[config.mk]
export PLATFORM = sky130hd
export DESIGN_NAME = mult_seq_flat
export DESIGN_NICKNAME = d
export VERILOG_FILES = /design/src/rtl/mult_seq_if.sv /design/src/rtl/mult_seq.sv /design/src/flat_wrapper.sv
export SDC_FILE = /design/constraint.sdc
export NUM_CORES = 1
export LEC_CHECK = 0
export CAP_MARGIN = 40
export CORE_MARGIN = 2
export CORE_UTILIZATION = 25
export DETAILED_ROUTE_END_ITERATION = 16
export GPL_ROUTABILITY_DRIVEN = 0
export GPL_TIMING_DRIVEN = 0
export PLACE_DENSITY_LB_ADDON = 0.1
export SLEW_MARGIN = 20
export SYNTH_ARGS = -nofsm -noshare
export SYNTH_HDL_FRONTEND = slang
export SYNTH_SLANG_ARGS = --single-unit
export TNS_END_PERCENT = 10
[constraint.sdc]
create_clock -name clk -period 4 [get_ports clk]
set_clock_uncertainty 0.2 [all_clocks]
set_input_delay 0.8 -clock clk [delete_from_list [all_inputs] [get_ports clk]]
set_output_delay 0.8 -clock clk [all_outputs]
set_load 0.005 [all_outputs]
[src/rtl/mult_seq_if.sv]
// mult_seq_if: request/result bundle for the sequential 32x32 multiplier.
// master = execute stage issuing operations, slave = the multiplier.
interface mult_seq_if;
  logic        start;
  logic        signed_op;
  logic [31:0] a;
  logic [31:0] b;
  logic        busy;
  logic        done;
  logic [31:0] hi;
  logic [31:0] lo;

  modport master (
    output start, signed_op, a, b,
    input  busy, done, hi, lo
  );

  modport slave (
    input  start, signed_op, a, b,
    output busy, done, hi, lo
  );
endinterface

[src/rtl/mult_seq.sv]
// mult_seq: iterative shift-add 32x32->64 multiplier for MULT/MULTU.
// One 33-bit add per cycle, 32 RUN cycles plus one FIX cycle (33 clocks
// start-to-result). Results land in HI/LO registers.
// Build option: define MULT_SIGNED_EN to honour signed_op (sign-magnitude
// capture plus 64-bit negation in FIX); otherwise every op is MULTU.
module mult_seq (
  input  logic        clk,
  input  logic        rst,
  mult_seq_if.slave   bus
);

  typedef enum logic [1:0] {
    IDLE = 2'd0,
    RUN  = 2'd1,
    FIX  = 2'd2
  } state_t;

  state_t      state_q, state_d;
  logic [5:0]  cnt_q, cnt_d;
  logic [31:0] mcand_q, mcand_d;
  logic [31:0] acc_q, acc_d;
  logic [31:0] prod_lo_q, prod_lo_d;
  logic [31:0] hi_q, hi_d;
  logic [31:0] lo_q, lo_d;
  logic        done_q, done_d;
  logic [32:0] sum;
  logic [63:0] prod;
  logic [63:0] result;
  logic [31:0] mcand_in;
  logic [31:0] mplier_in;

`ifdef MULT_SIGNED_EN
  logic neg_q, neg_d;
  logic neg_in;

  // Magnitude of a two's complement word; 0x80000000 maps to itself,
  // which is the correct unsigned magnitude.
  function automatic logic [31:0] mag(input logic [31:0] v);
    return v[31] ? (~v + 32'd1) : v;
  endfunction

  // Operand conditioning at capture: magnitudes plus product sign
  always_comb begin
    if (bus.signed_op) begin
      mcand_in  = mag(bus.a);
      mplier_in = mag(bus.b);
      neg_in    = bus.a[31] ^ bus.b[31];
    end else begin
      mcand_in  = bus.a;
      mplier_in = bus.b;
      neg_in    = 1'b0;
    end
  end

  assign result = neg_q ? (~prod + 64'd1) : prod;
`else
  logic unused_signed_op;

  assign unused_signed_op = bus.signed_op;
  assign mcand_in         = bus.a;
  assign mplier_in        = bus.b;
  assign result           = prod;
`endif

  assign prod = {acc_q, prod_lo_q};
  assign sum  = {1'b0, acc_q} + (prod_lo_q[0] ? {1'b0, mcand_q} : 33'd0);

  // Next-state and datapath updates; everything holds unless a state acts
  always_comb begin
    state_d   = state_q;
    cnt_d     = cnt_q;
    mcand_d   = mcand_q;
    acc_d     = acc_q;
    prod_lo_d = prod_lo_q;
    hi_d      = hi_q;
    lo_d      = lo_q;
    done_d    = 1'b0;
`ifdef MULT_SIGNED_EN
    neg_d     = neg_q;
`endif
    case (state_q)
      IDLE: begin
        if (bus.start) begin
          mcand_d   = mcand_in;
          prod_lo_d = mplier_in;
          acc_d     = '0;
          cnt_d     = '0;
`ifdef MULT_SIGNED_EN
          neg_d     = neg_in;
`endif
          state_d   = RUN;
        end
      end
      RUN: begin
        // {acc,prod_lo} <- {sum,prod_lo} >> 1, carry kept in acc[31]
        acc_d     = sum[32:1];
        prod_lo_d = {sum[0], prod_lo_q[31:1]};
        cnt_d     = cnt_q + 6'd1;
        if (cnt_q == 6'd31) state_d = FIX;
      end
      FIX: begin
        hi_d    = result[63:32];
        lo_d    = result[31:0];
        done_d  = 1'b1;
        state_d = IDLE;
      end
      default: state_d = IDLE;
    endcase
  end

  // State and datapath registers with synchronous reset
  always_ff @(posedge clk) begin
    if (rst) begin
      state_q   <= IDLE;
      cnt_q     <= '0;
      mcand_q   <= '0;
      acc_q     <= '0;
      prod_lo_q <= '0;
      hi_q      <= '0;
      lo_q      <= '0;
      done_q    <= 1'b0;
`ifdef MULT_SIGNED_EN
      neg_q     <= 1'b0;
`endif
    end else begin
      state_q   <= state_d;
      cnt_q     <= cnt_d;
      mcand_q   <= mcand_d;
      acc_q     <= acc_d;
      prod_lo_q <= prod_lo_d;
      hi_q      <= hi_d;
      lo_q      <= lo_d;
      done_q    <= done_d;
`ifdef MULT_SIGNED_EN
      neg_q     <= neg_d;
`endif
    end
  end

  assign bus.busy = (state_q != IDLE);
  assign bus.done = done_q;
  assign bus.hi   = hi_q;
  assign bus.lo   = lo_q;

endmodule
[src/flat_wrapper.sv]
// flat-port wrapper written by rule: the top's interface ports become plain ports
module mult_seq_flat 
  (clk, rst, bus_start, bus_signed_op, bus_a, bus_b, bus_busy, bus_done, bus_hi, bus_lo);
  mult_seq_if bus_i ();
  input  logic clk;
  input  logic rst;
  input wire logic [$bits(bus_i.start)-1:0] bus_start;
  input wire logic [$bits(bus_i.signed_op)-1:0] bus_signed_op;
  input wire logic [$bits(bus_i.a)-1:0] bus_a;
  input wire logic [$bits(bus_i.b)-1:0] bus_b;
  output wire logic [$bits(bus_i.busy)-1:0] bus_busy;
  output wire logic [$bits(bus_i.done)-1:0] bus_done;
  output wire logic [$bits(bus_i.hi)-1:0] bus_hi;
  output wire logic [$bits(bus_i.lo)-1:0] bus_lo;
  assign bus_i.start = bus_start;
  assign bus_i.signed_op = bus_signed_op;
  assign bus_i.a = bus_a;
  assign bus_i.b = bus_b;
  assign bus_busy = bus_i.busy;
  assign bus_done = bus_i.done;
  assign bus_hi = bus_i.hi;
  assign bus_lo = bus_i.lo;
  mult_seq u_core (.clk(clk), .rst(rst), .bus(bus_i));
endmodule
; Yosys cells after proc, flatten, opt, wreduce, memory -nomap -nowiden
; Cells that the tools add are included.
[classes]
add_sub_neg = 2
eq_ne = 5
n_mux = 11
n_reduce_logical = 6
[op_table]
columns = cell, count
row1 = 32-bit one-hot mux with 2 select lines, 2
row2 = 32-bit 2-to-1 mux, 3
row3 = 32-bit by 33-bit adder with 33-bit output, 1
row4 = 6-bit one-hot mux with 2 select lines, 1
row5 = "6-bit by 1-bit adder with 6-bit output, second input constant", 1
row6 = "6-bit by 5-bit equality test with 1-bit output, second input constant", 1
row7 = 6-bit 2-to-1 mux, 1
row8 = 2-bit AND reduction, 3
row9 = 2-bit 2-to-1 mux, 2
row10 = 2-bit one-hot mux with 2 select lines, 1
row11 = 2-bit nonzero test, 2
row12 = "2-bit by 1-bit equality test with 1-bit output, second input constant", 1
row13 = "2-bit equality test, second input constant", 1
row14 = 2-bit logical NOT, 1
row15 = "2-bit by 1-bit != test with 1-bit output, second input constant", 1
row16 = "2-bit != test, second input constant", 1
row17 = 1-bit 2-to-1 mux, 1
[word_totals]
ff_bits = 169
input_bits = 68
output_inout_bits = 66
wordCells = 32

; Depth between registers and ports, before layout
; Gate-level depths: netlist of run 1.
[depth]
ltp_word = 3
mapped_depth = 11
ltp_nobuf = 11

; Least setup slack after synthesis of run 1
; No wires, ideal clock.
[synth_timing]
path_type = register -> register
startpoint = register u_core.prod_lo_q[0]
endpoint = register u_core.acc_q[27]
setup_ns = 0.129
arrival_ns = 2.478
required_time_ns = 3.671
path_slack_ns = 1.194
path_stages_with_launch = 11
path_buffers = 1
period_less_slack_ns = 2.806
cell_sequence = dfxtp_1 > clkbuf_1 > nand2_1 > fa_1 > and2b_1 > o2111ai_1 > a2111oi_2 > o21ai_0 > a21oi_1 > xnor2_1 > o21ai_0
[synth_between]
elab_chain_len = 3
[synth_rtl]
columns = item, line
row1 = start: declaration, mult_seq.sv:22  ; logic [31:0] prod_lo_q, prod_lo_d;
row2 = start signal: assignment, mult_seq.sv:130  ; prod_lo_q <= prod_lo_d;
row3 = 32-bit 2-to-1 mux, mult_seq.sv:66  ; assign sum = {1'b0, acc_q} + (prod_lo_q[0] ? {1'b0, mcand_q} : 33'd0);
row4 = 32-bit by 33-bit adder with 33-bit output, mult_seq.sv:66
row5 = 32-bit one-hot mux with 2 select lines, mult_seq.sv:81  ; case (state_q)
row6 = end signal: assignment, mult_seq.sv:117  ; acc_q <= '0;
row7 = end signal: assignment, mult_seq.sv:129  ; acc_q <= acc_d;
row8 = end: declaration, mult_seq.sv:21  ; logic [31:0] acc_q, acc_d;
; No other way between the ends.
; A chain may end at the register's enable or synchronous reset.

; Worst setup path in the final report of run 1
; Ends and elaborated chain as after synthesis.

==> impl_summary.md, run 1 <==
Synth
The average size of a mapped cell is 7.544 sq um. The commonest register cell after synthesis is dfxtp_1. The area of the mapped netlist is a little under 8000 sq um.

The post-synthesis xor/xnor area fraction is 0.02656. Counting flops and latches in the post-synthesis netlist gives 169. The number of enable flip-flop cells after synthesis is 0. By area the synthesized netlist is led by dfxtp_1 (43%), nand2_1 (12%), a21oi_1 (9.2%). After synthesis, the largest family of logic cells by area is simple AND/OR/NAND/NOR gates. The post-synthesis instance total is 1049. Counting distinct cell types in the post-synthesis netlist gives between 50 and 60.

Of the total synthesized cell area, the portion taken by AND, OR, NAND and NOR gates is 0.2791. Of all flip-flops after synthesis, the portion carrying an async set or reset was 0. During synthesis, Yosys emitted a total of 0 warnings. The portion of the post-synthesis area used by sequential elements is 0.4275. The number of nets in the synthesized netlist is 1151. The fraction of the mapped netlist area in adder cells is 0.05470. The largest area contributor in the synthesized netlist is dfxtp_1. Of the post-synthesis cell area, the dominant cell type holds 0.4275. The area fraction in compound gates after synthesis was 0.1739. Measured against the total synthesized area, the mux share comes to 0.005059.

Placement
The post-placement cell count is 1582. The area of placed instances is 9728 sq um. The HPWL after detailed placement is 19250 um.

Buffers placed on the I/O ports in this run total 131.

Worst setup path
The family with the most delay on the worst path is compound AO/OA/AOI/OAI gates. The launch point of the critical path is u_core.prod_lo_q[0]. In this design, the critical path's most frequently occurring cell is o21ai_0. Data arrives at the worst endpoint at about 3.8 ns. The largest single stage delay on the critical path is 0.59 ns. For the worst flop-to-flop path, the logic depth is 10.

The type of origin of the critical path is a register. In this run the number of cells on the critical path is 10. The startpoint of the worst-slack reg-to-reg timing path is u_core.prod_lo_q[0]. The slowest stage of the critical path belongs to the cell a2111oi_2. Together, buffers and inverters on the worst path number 1. The nature of the critical path endpoint is a register. The largest driver fanout on the critical path is 10. The kind of critical path is register to register. The required time of the critical path is between 4 and 5 ns. Traced cell by cell, the critical path runs through clkbuf_2 > nand2_1 > fa_1 > and2b_1 > o2111ai_1 > a2111oi_2 > o21ai_0 > a21oi_1 > xnor2_1 > o21ai_0.

GRT
The met2 usage in global routing is 0.2428. For this run, global-route usage on met3 was measured as 0.02708. For met1 alone, demand over resource in global routing was 0.2208. The first global-routing pass estimated 40450 um of wire. The total overflow left after global routing is 0. Entering global routing, the biggest net connects 19 pins. In this run the most used layer during global routing was met2.

The number of global-route vias before repair is 7292. The total routing resource utilization after global routing is 0.1545. The number of antenna violations at the first check in global routing is 0.

STA
The worst path in the final design needs a cycle of 3.664 ns, including I/O delays and setup. The period utilization is 0.9160. Based on the critical path, the design can be clocked at up to 272.9 MHz. The max-slew violation count is 0. The worst relative slew slack is 0.5241.

Setup violations remaining at the end of the flow were counted as 0. The accumulated negative setup slack is 0 ns. Setup repair after global routing left no endpoint under its margin. The count of final hold-check violations is 0. The slew at the pin closest to its max-slew limit is 0.7138 ns.

Drt
The length of the first detailed-routing pass in iterations is 5. The first routing iteration left roughly 430 violations. The remaining design rule violation count is 0. After detailed routing, the average wire length per cell comes to 15.52 um. The routed via count divided by cell count is 4.596. The routed layout has 7414 vias. The routed design has 25030 um of wire. The post-detailed-route count of antenna-violating nets is 0.

Power
IR analysis of the VDD net gives a maximum drop of 0.2559 mV. The leakage power total is 3.832 nW. In this run the power density over the cells is 366.8 nW/um^2.

Finish
The count of filler cells inserted in the layout is 3442. The proportion of layout cells with a drive suffix above 1 is 0.03551. The antenna diode count is 0. The final cell count without fillers is 1613. The final core utilization is 0.3285. The finished cells cover 10310 sq um. From synthesis to final layout, the design area changed by 30.29%. The net count reported at finish is 1301.

Clocking
The TritonCTS clock tree is built. The master cell of the clock root buffer is clkbuf_16. The number of clock buffers added by TritonCTS is 17. Buffers inserted to repair hold after CTS numbered 0.

The clock latency of the later-clocked register in the worst-skew pair is 0.43 ns. Clock-pin slew was measured on the worst setup and hold paths at 0.07 ns. The clock drives between 150 and 200 sinks.

The H-tree generated during clock tree synthesis spans 4 levels. The buffer depth of the longest clock path is 2.

Die
The initial utilization of the core area, before any placement, comes to 0.2521. The die covers roughly 33000 sq um. After floorplanning, the core was divided into 65 placement rows. From bottom edge to top edge, the die measures about 180 um.

The x dimension of the die is 181.9 um. approximately 130 I/O pins were placed. The core footprint is roughly 31000 sq um.

Min path
The number of cells on the worst hold path is 2. The worst hold path begins at u_core.mcand_q[7]. In this run the worst hold path is classified as register to register.

Status
The run finished with clean final reports.

Flow run
The number of maximum-capacitance constraint violations is 0.
==> stage by stage <==
step                      worst slack, ns  hold WS [ns]  total power, mW
final                              0.3362        0.2506            3.782
after global routing              0.02589        0.2711            3.965
after CTS                          0.1565        0.2534            3.845
after detailed placement           0.1844        0.2442            2.173
after global placement             0.1811        0.2389            2.170
after floorplan                     1.194        0.2317            2.005
==> synthesized netlist by cell type (5+ instances only) <==
| master | instances |
|---|---|
| nor2b_1 | 5 |
| xor2_1 | 12 |
| o21bai_1 | 5 |
| nor2_1 | 135 |
| a21oi_1 | 146 |
| a31oi_1 | 9 |
| dfxtp_1 | 169 |
| o21ai_0 | 37 |
| xnor2_1 | 12 |
| ha_1 | 33 |
| o21a_1 | 5 |
| a21o_1 | 10 |
| nand4_1 | 6 |
| inv_1 | 8 |
| and2_1 | 32 |
| nand2_1 | 255 |
| buf_1 | 11 |
| clkbuf_1 | 51 |
| nor4_1 | 33 |
| and3_1 | 5 |
| nand3_1 | 16 |
| nor3_1 | 6 |
==> worst register-to-register path, stage by stage (launching register included) <==
cell	delay, ns
dfxtp_1	0.58
clkbuf_2	0.31
nand2_1	0.13
fa_1	0.43
and2b_1	0.24
o2111ai_1	0.22
a2111oi_2	0.59
o21ai_0	0.32
a21oi_1	0.29
xnor2_1	0.15
o21ai_0	0.09
==> sequential cells by signal, summed over array words and instances (netlist names) <==
register / cells
u_core.mcand_q: 32
u_core.state_q: 2
u_core.bus.hi: 32
u_core.acc_q: 32
u_core.prod_lo_q: 32
u_core.bus.lo: 32
u_core.cnt_q: 6
u_core.bus.done: 1
==> where the power goes <==
part / switching, mW / total [mW] / internal (mW) / leakage, nW
Clock: 0.822 / 1.65 / 0.833 / 0.281
Combinational: 0.206 / 0.343 / 0.137 / 2.18
Sequential: 0.0437 / 1.78 / 1.74 / 1.37
==> final timing paths <==
| path | endpoint | slack (ns) |
|---|---|---|
| min reg2reg | u_core.mcand_q[7] | 0.25 |
| min | u_core.mcand_q[7] | 0.25 |
| max | u_core.acc_q[27] | 0.34 |
| max reg2reg | u_core.acc_q[27] | 0.34 |
==> cell usage in the layout, fill, tap and decap left out, types with 16 or more instances in the layout <==
cell type        synthesis  routed
nand2_1                255     255
dfxtp_1                169     169
a21oi_1                146     146
nor2_1                 135     135
clkdlybuf4s50_1          0     131
clkbuf_1                51      50
o21ai_0                 37      37
nor4_1                  33      33
ha_1                    33      33
and2_1                  32      32
clkbuf_16                0      17
nand3_1                 16      16
==> per-layer routing <==
layer / vias up / routed length (um)
li1: 3863 / -
met1: 3432 / 13070
met2: 109 / 11090
met3: 10 / 697
met4: 0 / 170
met5: - / 0
==> repair_timing <==
action                                  CTS  global route
endpoints found under the setup margin    0             3
resized for setup                         0             2
buffers inserted                          0             0
==> cell families after synthesis <==
kind of cell	count (synthesis)
and+or+nand+nor	511
AOI/OAI and AO/OA	237
DFF	169
buffers and inverters	70
adders and majority gates	34
xor gates and xnor gates	24
muxes	4
==> cell type report <==
cell class              instances  area (sq um)  share of cell area
clock inverters                14         156.4             0.01517
repair buffers                131          1311              0.1272
inverters                       8         30.03            0.002912
multi-input cells             810          4268              0.4139
flip-flops and latches        169          3383              0.3281
well taps                     402         503.0             0.04878
clock buffers                  17         425.4             0.04126
plain buffers                  62         234.0             0.02269
No activity file was read; power rests on OpenSTA's default activity.
==> inputs of run 2 (changes only) <==
--- a/config.mk
+++ b/config.mk
@@ -5,6 +5,7 @@
 export SDC_FILE = /design/constraint.sdc
 export NUM_CORES = 1
 export LEC_CHECK = 0
+export ABC_AREA = 1
 export CAP_MARGIN = 40
 export CORE_MARGIN = 2
 export CORE_UTILIZATION = 25
@@ -12,6 +13,7 @@
 export GPL_ROUTABILITY_DRIVEN = 0
 export GPL_TIMING_DRIVEN = 0
 export PLACE_DENSITY_LB_ADDON = 0.1
+export SKIP_CTS_REPAIR_TIMING = 1
 export SLEW_MARGIN = 20
 export SYNTH_ARGS = -nofsm -noshare
 export SYNTH_HDL_FRONTEND = slang
==> run 2 against run 1 <==
  * Flip-flop and latch count stayed put
  * Combinational power rose by 34%
  * Die area up 8.0%
  * Non-clock buffer count stayed put
  * Sequential share of layout area shrank 2.2 points
  * Wire length grew 18%
  * Largest cell class unchanged
  * Area after synthesis grew 8.2%
  * Synthesized cell count increased by 23%
  * Design area is 7.1% higher
==> impl_summary.md, run 2 <==
STA
The period utilization is 0.7739 (-0.1420). The slew at the pin closest to its max-slew limit came to 0.7395 ns (+0.02568 ns). The accumulated negative setup slack is 0 ns (unchanged).

The clock period minus worst slack is 3.096 ns (-0.5681 ns). The worst relative slew slack is 0.5070 (-0.01712). Setup repair after global routing left no endpoint under its margin. The max-slew violation count came to 0 (unchanged). The highest clock rate is 323.0 MHz (+18%). The count of final hold-check violations is 0 (unchanged). The count of endpoints failing setup in the final report came to 0 (unchanged).

Clocking
The clock sink count came to 169 (unchanged). The number of buffers created by CTS is 17 (unchanged). The H-tree level count is 4 (unchanged). The clock latency of the later-clocked register in the worst-skew pair was 0.44 ns (about the same). The master cell of the clock root buffer is clkbuf_16. TritonCTS built the clock tree. The register clock-pin slew on the reported worst setup and hold paths came to 0.07 ns (about the same).

The buffer depth of the longest clock path was 2 (unchanged).

GRT
The final global-route overflow total is 0 (unchanged). The number of global-route vias before repair is 8435 (+16%). The first-pass GRT wire length is 47050 um (+16%). The pin count of the biggest net entering global routing is 17 (-2). The total routing resource utilization after global routing is 0.1699 (+0.01535). The number of antenna violations at the first check in global routing is 0 (unchanged).

Drt
The routed via count divided by cell count is 4.413 (-4.0%). The remaining design rule violation count came to 0 (unchanged). The length of the first detailed-routing pass in iterations is 4 (-1). The post-detailed-route count of antenna-violating nets is 0 (unchanged). The routed wire length is 29480 um (+18%). The first-iteration detailed-routing DRC count is 449 (+4.2%). The routed length per placed instance is 15.49 um (-0.19%). The detailed-route via count was 8397 (+13%).

Die
The height of the die is 189.1 um (+3.9%). The number of standard-cell rows in the floorplan is 67 (+3.1%). The total die area is 35740 sq um (+8.0%).

The starting density of the core was 0.2547 (+0.002569). The core footprint is 33620 sq um (+7.1%). The boundary pin count was 134 (unchanged). The x dimension of the die is 189.1 um (+3.9%).

Synth
The post-synthesis instance total is 1290 (+23%). The post-synthesis net count was 1392 (+21%). The register bit count reported by yosys is 169 (unchanged).

The portion of the post-synthesis area used by sequential elements is 0.3952 (-0.03230). The average size of a mapped cell is 6.636 sq um (-12%). The cell with the most instances after synthesis is nand2_1.

The Yosys warning count is 0 (unchanged). The share of synthesized flip-flops with an asynchronous set or reset was 0 (unchanged). The area of the mapped netlist is 8561 sq um (+8.2%). By area the synthesized netlist is led by dfxtp_1 (40%), nand2_1 (13%), inv_1 (8.6%). The number of enable flip-flop cells after synthesis is 0 (unchanged). The area fraction of the dominant cell type after synthesis was 0.3952 (-0.03230). Summed over all instances, the cell type with the most area after synthesis is dfxtp_1. Among all flip-flop cells after synthesis, the most frequent one is dfxtp_1.

The number of distinct library cells after synthesis is 32 (-38%). By count the netlist is led by nand2_1 (298), inv_1 (196), nor2_1 (180).

Worst setup path
The worst setup path is captured at a register. The depth of the most critical reg-to-reg path is 14 (+4). The required time of the critical path is 4.10 ns (about the same).

The arrival time at the worst endpoint is 3.20 ns (-0.58 ns). The minimum setup slack among reg-to-reg paths is 0.90 ns (+0.57 ns). The largest driver fanout on the critical path is 10 (unchanged). The worst setup path is launched from a register. The worst setup path is of the register to register kind.

Power
The power density normalized to cell area came to 359.4 nW/um^2 (-2.0%). The leakage power total is 5.145 nW (+34%). The post-layout total power is 3.970 mW (+5.0%). The worst supply voltage drop on vdd is 0.2844 mV (+11%).

Finish
In the layout the commonest cells are nand2_1 (298), inv_1 (196), nor2_1 (180), dfxtp_1 (169), clkdlybuf4s50_1 (132). The synthesis-to-layout area growth is 29.03%. The antenna diode count is 0 (unchanged).

The count of filler cells inserted in the layout came to 3666 (+6.5%). The proportion of layout cells with a drive suffix above 1 is 0.04055 (+0.005042). Leaving out fill and tap cells, the most frequent cell in the layout is nand2_1. The net count reported at finish is 1545 (+19%).

Flow run
The number of maximum-capacitance constraint violations is 0 (unchanged).

Min path
The type of the most critical hold path is register to register. The number of cells on the worst hold path came to 2 (unchanged).

Status
The run finished with clean final reports.

Placement
The quantity of I/O buffers inserted on ports was 132 (+0.76%). The HPWL after detailed placement is 22910 um (+19%).
[run 2: through the flow]
step           utilization  std cells  worst slack, ns  hold slack, ns  instance area, sq um
6_report            0.3286       1903           0.9042          0.2746                 11050
3_3_place_gp        0.3106       1870           0.8900          0.2628                 10440
2_1_floorplan            -       1290            1.671          0.2436                  8561
4_1_cts             0.3286       1903           0.8800          0.2760                 11050
3_5_place_dp        0.3112       1872           0.9074          0.2648                 10460
5_1_grt             0.3286       1903           0.6327          0.2905                 11050
[run 2: layout make-up]
cell class / instances / area, sq um / area share
Sequential cell: 169 / 3383 / 0.3063
Inverter: 198 / 743.2 / 0.06729
Timing Repair Buffer: 134 / 1340 / 0.1213
Clock buffer: 19 / 442.9 / 0.04010
Multi-Input combinational cell: 864 / 4177 / 0.3781
Clock inverter: 12 / 141.4 / 0.01280
Buffer: 59 / 257.7 / 0.02333
Tap cell: 448 / 560.5 / 0.05075
[run 2: worst paths after layout]
kind	from	to
max	u_core.prod_lo_q[0]	u_core.acc_q[12]
max reg2reg	u_core.prod_lo_q[0]	u_core.acc_q[12]
min	u_core.prod_lo_q[7]	u_core.bus.lo[7]
min reg2reg	u_core.prod_lo_q[7]	u_core.bus.lo[7]
[run 2: per-layer routing]
metal / vias to the layer above / GRT usage / wire [um]
met2: 130 / 0.2842 / 13670
met3: 16 / 0.05190 / 1651
met1: 3821 / 0.2125 / 13800
met4: 0 / 0.04207 / 351
met5: - / 0 / 0
li1: 4430 / - / -
[run 2: cells by family (layout without fill, tap and decap cells)]
logic type	count (synthesis)	in the layout	synth area share
fa+ha+maj	34	34	0.05057
simple gates	554	554	0.2578
flops	169	169	0.3952
compound gates	276	276	0.1795
buf+inv	257	422	0.1169
[run 2: critical path: stages (launching register included)]
cell and delay (ns):
dfxtp_1 0.31, clkbuf_1 0.33, clkbuf_1 0.39, nand2_1 0.17
inv_1 0.08, ha_1 0.28, nand2_1 0.14, inv_1 0.07
nand2_1 0.10, inv_1 0.08, a21oi_1 0.14, nand2_1 0.21
or2_2 0.34, nand3_1 0.07, a21oi_1 0.06
[run 2: power breakdown]
part	leakage, nW	switching, mW	total (mW)	internal (mW)
Sequential	1.38	0.0443	1.81	1.76
Clock	0.280	0.760	1.70	0.944
Combinational	3.49	0.283	0.460	0.176
==> inputs of run 3 (changes only) <==
==> constraint.sdc (replaced) <==
create_clock -name clk -period 3.2 [get_ports clk]
set_clock_uncertainty 0.2 [all_clocks]
set_input_delay 0.64 -clock clk [delete_from_list [all_inputs] [get_ports clk]]
set_output_delay 0.64 -clock clk [all_outputs]
set_load 0.005 [all_outputs]
==> run 3 against run 2 <==
  * Global-route usage is the same
  * Clock-buffer cell count is the same
  * Hold slack is essentially flat
  * Non-clock buffer count is the same
  * Design area is essentially flat
  * Die area is the same
  * Maximum frequency grew 4.6%
  * Clock power grew 25%
  * Power grew 25%
  * Largest power group unchanged
  * Core utilization is essentially flat
  * Worst setup slack lost 0.66 ns
==> impl_summary.md, run 3 (synthesis gave the netlist of run 2 again) <==
Worst setup path
The slowest cell on the critical path is clkbuf_1. The startpoint identified for the worst register-to-register timing path is u_core.prod_lo_q[0]. The required time of the critical path is 3.30 ns (-0.80 ns). The kind of critical path is register to register. The worst register-to-register path ends at u_core.acc_q[12].

By instance count, the cell type seen most on the critical path is nand2_1. The minimum setup slack among reg-to-reg paths is 0.24 ns (-0.66 ns). The type of origin of the critical path is a register. The highest cell delay on the worst timing path is 0.36 ns (-0.03 ns). Traced cell by cell, the critical path runs through clkbuf_1 > clkbuf_2 > nand2_1 > inv_1 > ha_1 > nand2_1 > inv_1 > nand2_1 > inv_1 > a21oi_1 > nand2_1 > or2_2 > nand3_1 > a21oi_1. The depth of the most critical reg-to-reg path is 14 (unchanged). The nature of the critical path endpoint is a register. The arrival time at the worst endpoint came to 3.06 ns (-0.14 ns).

The largest driver fanout on the critical path came to 10 (unchanged).

Drt
The top metal layer carrying routed signals is met4. The first-iteration detailed-routing DRC count is 447 (-0.45%). The routed via count divided by cell count is 4.415 (about the same). The routed wire length is 29490 um (about the same).

The routed length per placed instance is 15.50 um (about the same). The length of the first detailed-routing pass in iterations is 5 (+1). The met3 layer wire length in the routed design is 1684 um (+2.0%). The met2 layer wire length in the routed design came to 13690 um (+0.18%). The remaining design rule violation count is 0 (unchanged).

The post-detailed-route count of antenna-violating nets is 0 (unchanged). The met1 routed wirelength after detailed routing came to 13770 um (-0.22%). The detailed-route via count is 8401 (+0.048%).

Die
The boundary pin count is 134 (unchanged). The starting density of the core came to 0.2547 (unchanged). The total die area is 35740 sq um (unchanged). The height of the die is 189.1 um (unchanged).

The core footprint was 33620 sq um (unchanged). The x dimension of the die is 189.1 um (unchanged). The number of standard-cell rows in the floorplan is 67 (unchanged).

Flow run
The number of maximum-capacitance constraint violations is 0 (unchanged).

Power
The power density normalized to cell area is 448.9 nW/um^2 (+25%). The power share of the sequential group came to 0.455 (about the same). The internal power component is 3.602 mW (+25%). The part of the total power dissipated in the clock network is 0.429 (about the same). The leakage power total is 5.152 nW (+0.13%). The share of power burned in combinational logic was 0.116 (about the same).

The switching power of the nets came to 1.357 mW (+25%). The switching share of power was 0.2737 (-0.0004485). The worst supply voltage drop on vdd is 0.3552 mV (+25%). The post-layout total power is 4.960 mW (+25%).

STA
The slew at the pin closest to its max-slew limit was 0.7568 ns (+0.01737 ns). The highest clock rate was 337.8 MHz (+4.6%). The worst-case setup margin in the final layout is 0.2397 ns (-0.6645 ns). The smallest hold slack came to 0.2749 ns (+0.0003140 ns). Setup repair after global routing could not meet its margin everywhere. The worst relative slew slack came to 0.4954 (-0.01158). The count of endpoints failing setup in the final report was 0 (unchanged).

The max-slew violation count was 0 (unchanged). The count of final hold-check violations came to 0 (unchanged). The period utilization is 0.9251 (+0.1511). The clock period minus worst slack is 2.960 ns (-0.1355 ns).

GRT
The number of antenna violations at the first check in global routing came to 0 (unchanged). The final global-route overflow total is 0 (unchanged). The pin count of the biggest net entering global routing is 17 (unchanged). The first-pass GRT wire length is 47050 um (unchanged). The number of global-route vias before repair is 8435 (unchanged).

The total routing resource utilization after global routing came to 0.1699 (unchanged).

Placement
The HPWL after detailed placement came to 22910 um (unchanged). The post-place setup slack is 0.1074 ns (-0.8000 ns). The quantity of I/O buffers inserted on ports is 132 (unchanged). The area of placed instances is 10460 sq um (unchanged).

Status
The run finished with clean final reports.

Clocking
The TritonCTS clock tree is built. The register clock-pin slew on the reported worst setup and hold paths is 0.07 ns (about the same). The master cell of the clock root buffer is clkbuf_16.

The buffer depth of the longest clock path came to 2 (unchanged). The clock sink count is 169 (unchanged). The number of buffers created by CTS was 17 (unchanged).

The clock latency of the later-clocked register in the worst-skew pair is 0.44 ns (about the same). The H-tree level count is 4 (unchanged).

Min path
The startpoint identified for the worst hold timing path is u_core.prod_lo_q[7]. The number of cells on the worst hold path is 2 (unchanged). The capture endpoint of the worst hold path is u_core.bus.lo[7]. The type of the most critical hold path is register to register.

Finish
The most common cell after layout, fill and taps aside is nand2_1. The proportion of layout cells with a drive suffix above 1 is 0.04192 (+0.001375). The design area is 11050 sq um (about the same).

The net count reported at finish is 1545 (unchanged). The antenna diode count was 0 (unchanged). The top cell types in the final layout, fill and taps aside, are nand2_1 (298), inv_1 (196), nor2_1 (180), dfxtp_1 (169), clkdlybuf4s50_1 (132). The synthesis-to-layout area growth was 29.06% (about the same).
-- run 3: worst max-delay path by stage --
stage / start / end / cells past startpoint
after detailed placement: u_core.prod_lo_q[0] / u_core.acc_q[12] / 14
after global routing: u_core.prod_lo_q[0] / u_core.acc_q[27] / 14
after floorplan: u_core.prod_lo_q[0] / u_core.acc_q[12] / 14
after CTS: u_core.prod_lo_q[0] / u_core.acc_q[12] / 14
final: u_core.prod_lo_q[0] / u_core.acc_q[12] / 14
after global placement: u_core.prod_lo_q[0] / u_core.acc_q[12] / 14
-- run 3: critical path, delay by kind of cell, from the launching register on --
| family | cells | cell delay [ns] |
|---|---|---|
| AO/OA/AOI/OAI | 2 | 0.20 |
| adder cells (fa/ha/maj) | 1 | 0.27 |
| buffers and inverters | 5 | 0.89 |
| flip-flops | 1 | 0.31 |
| AND/OR/NAND/NOR | 6 | 0.96 |
-- run 3: layout make-up --
type,count,area [sq um]
Buffer,59,260.3
Clock buffer,19,442.9
Clock inverter,12,141.4
Fill cell,3668,22570
Inverter,198,743.2
Multi-Input combinational cell,864,4177
Sequential cell,169,3383
Tap cell,448,560.5
Timing Repair Buffer,134,1340
-- run 3: metal layers --
layer	up-vias	global-route usage
li1	4432	-
met1	3818	0.2125
met2	137	0.2842
met3	14	0.05190
met4	0	0.04207
met5	-	0
-- run 3: per-stage QoR --
stage / setup TNS, ns / utilization / instances
after detailed placement: 0 / 0.3112 / 1872
after floorplan: 0 / - / 1290
after CTS: 0 / 0.3286 / 1903
final: 0 / 0.3287 / 1903
after global placement: 0 / 0.3106 / 1870
after global routing: -0.1297 / 0.3287 / 1903
-- run 3: power groups by stage --
stage	Combinational (mW)	Clock, mW	Sequential [mW]
2_1_floorplan	0.341	0	2.29
3_3_place_gp	0.582	0	2.30
3_5_place_dp	0.585	0	2.30
4_1_cts	0.587	2.19	2.26
5_1_grt	0.654	2.27	2.27
6_report	0.576	2.13	2.26
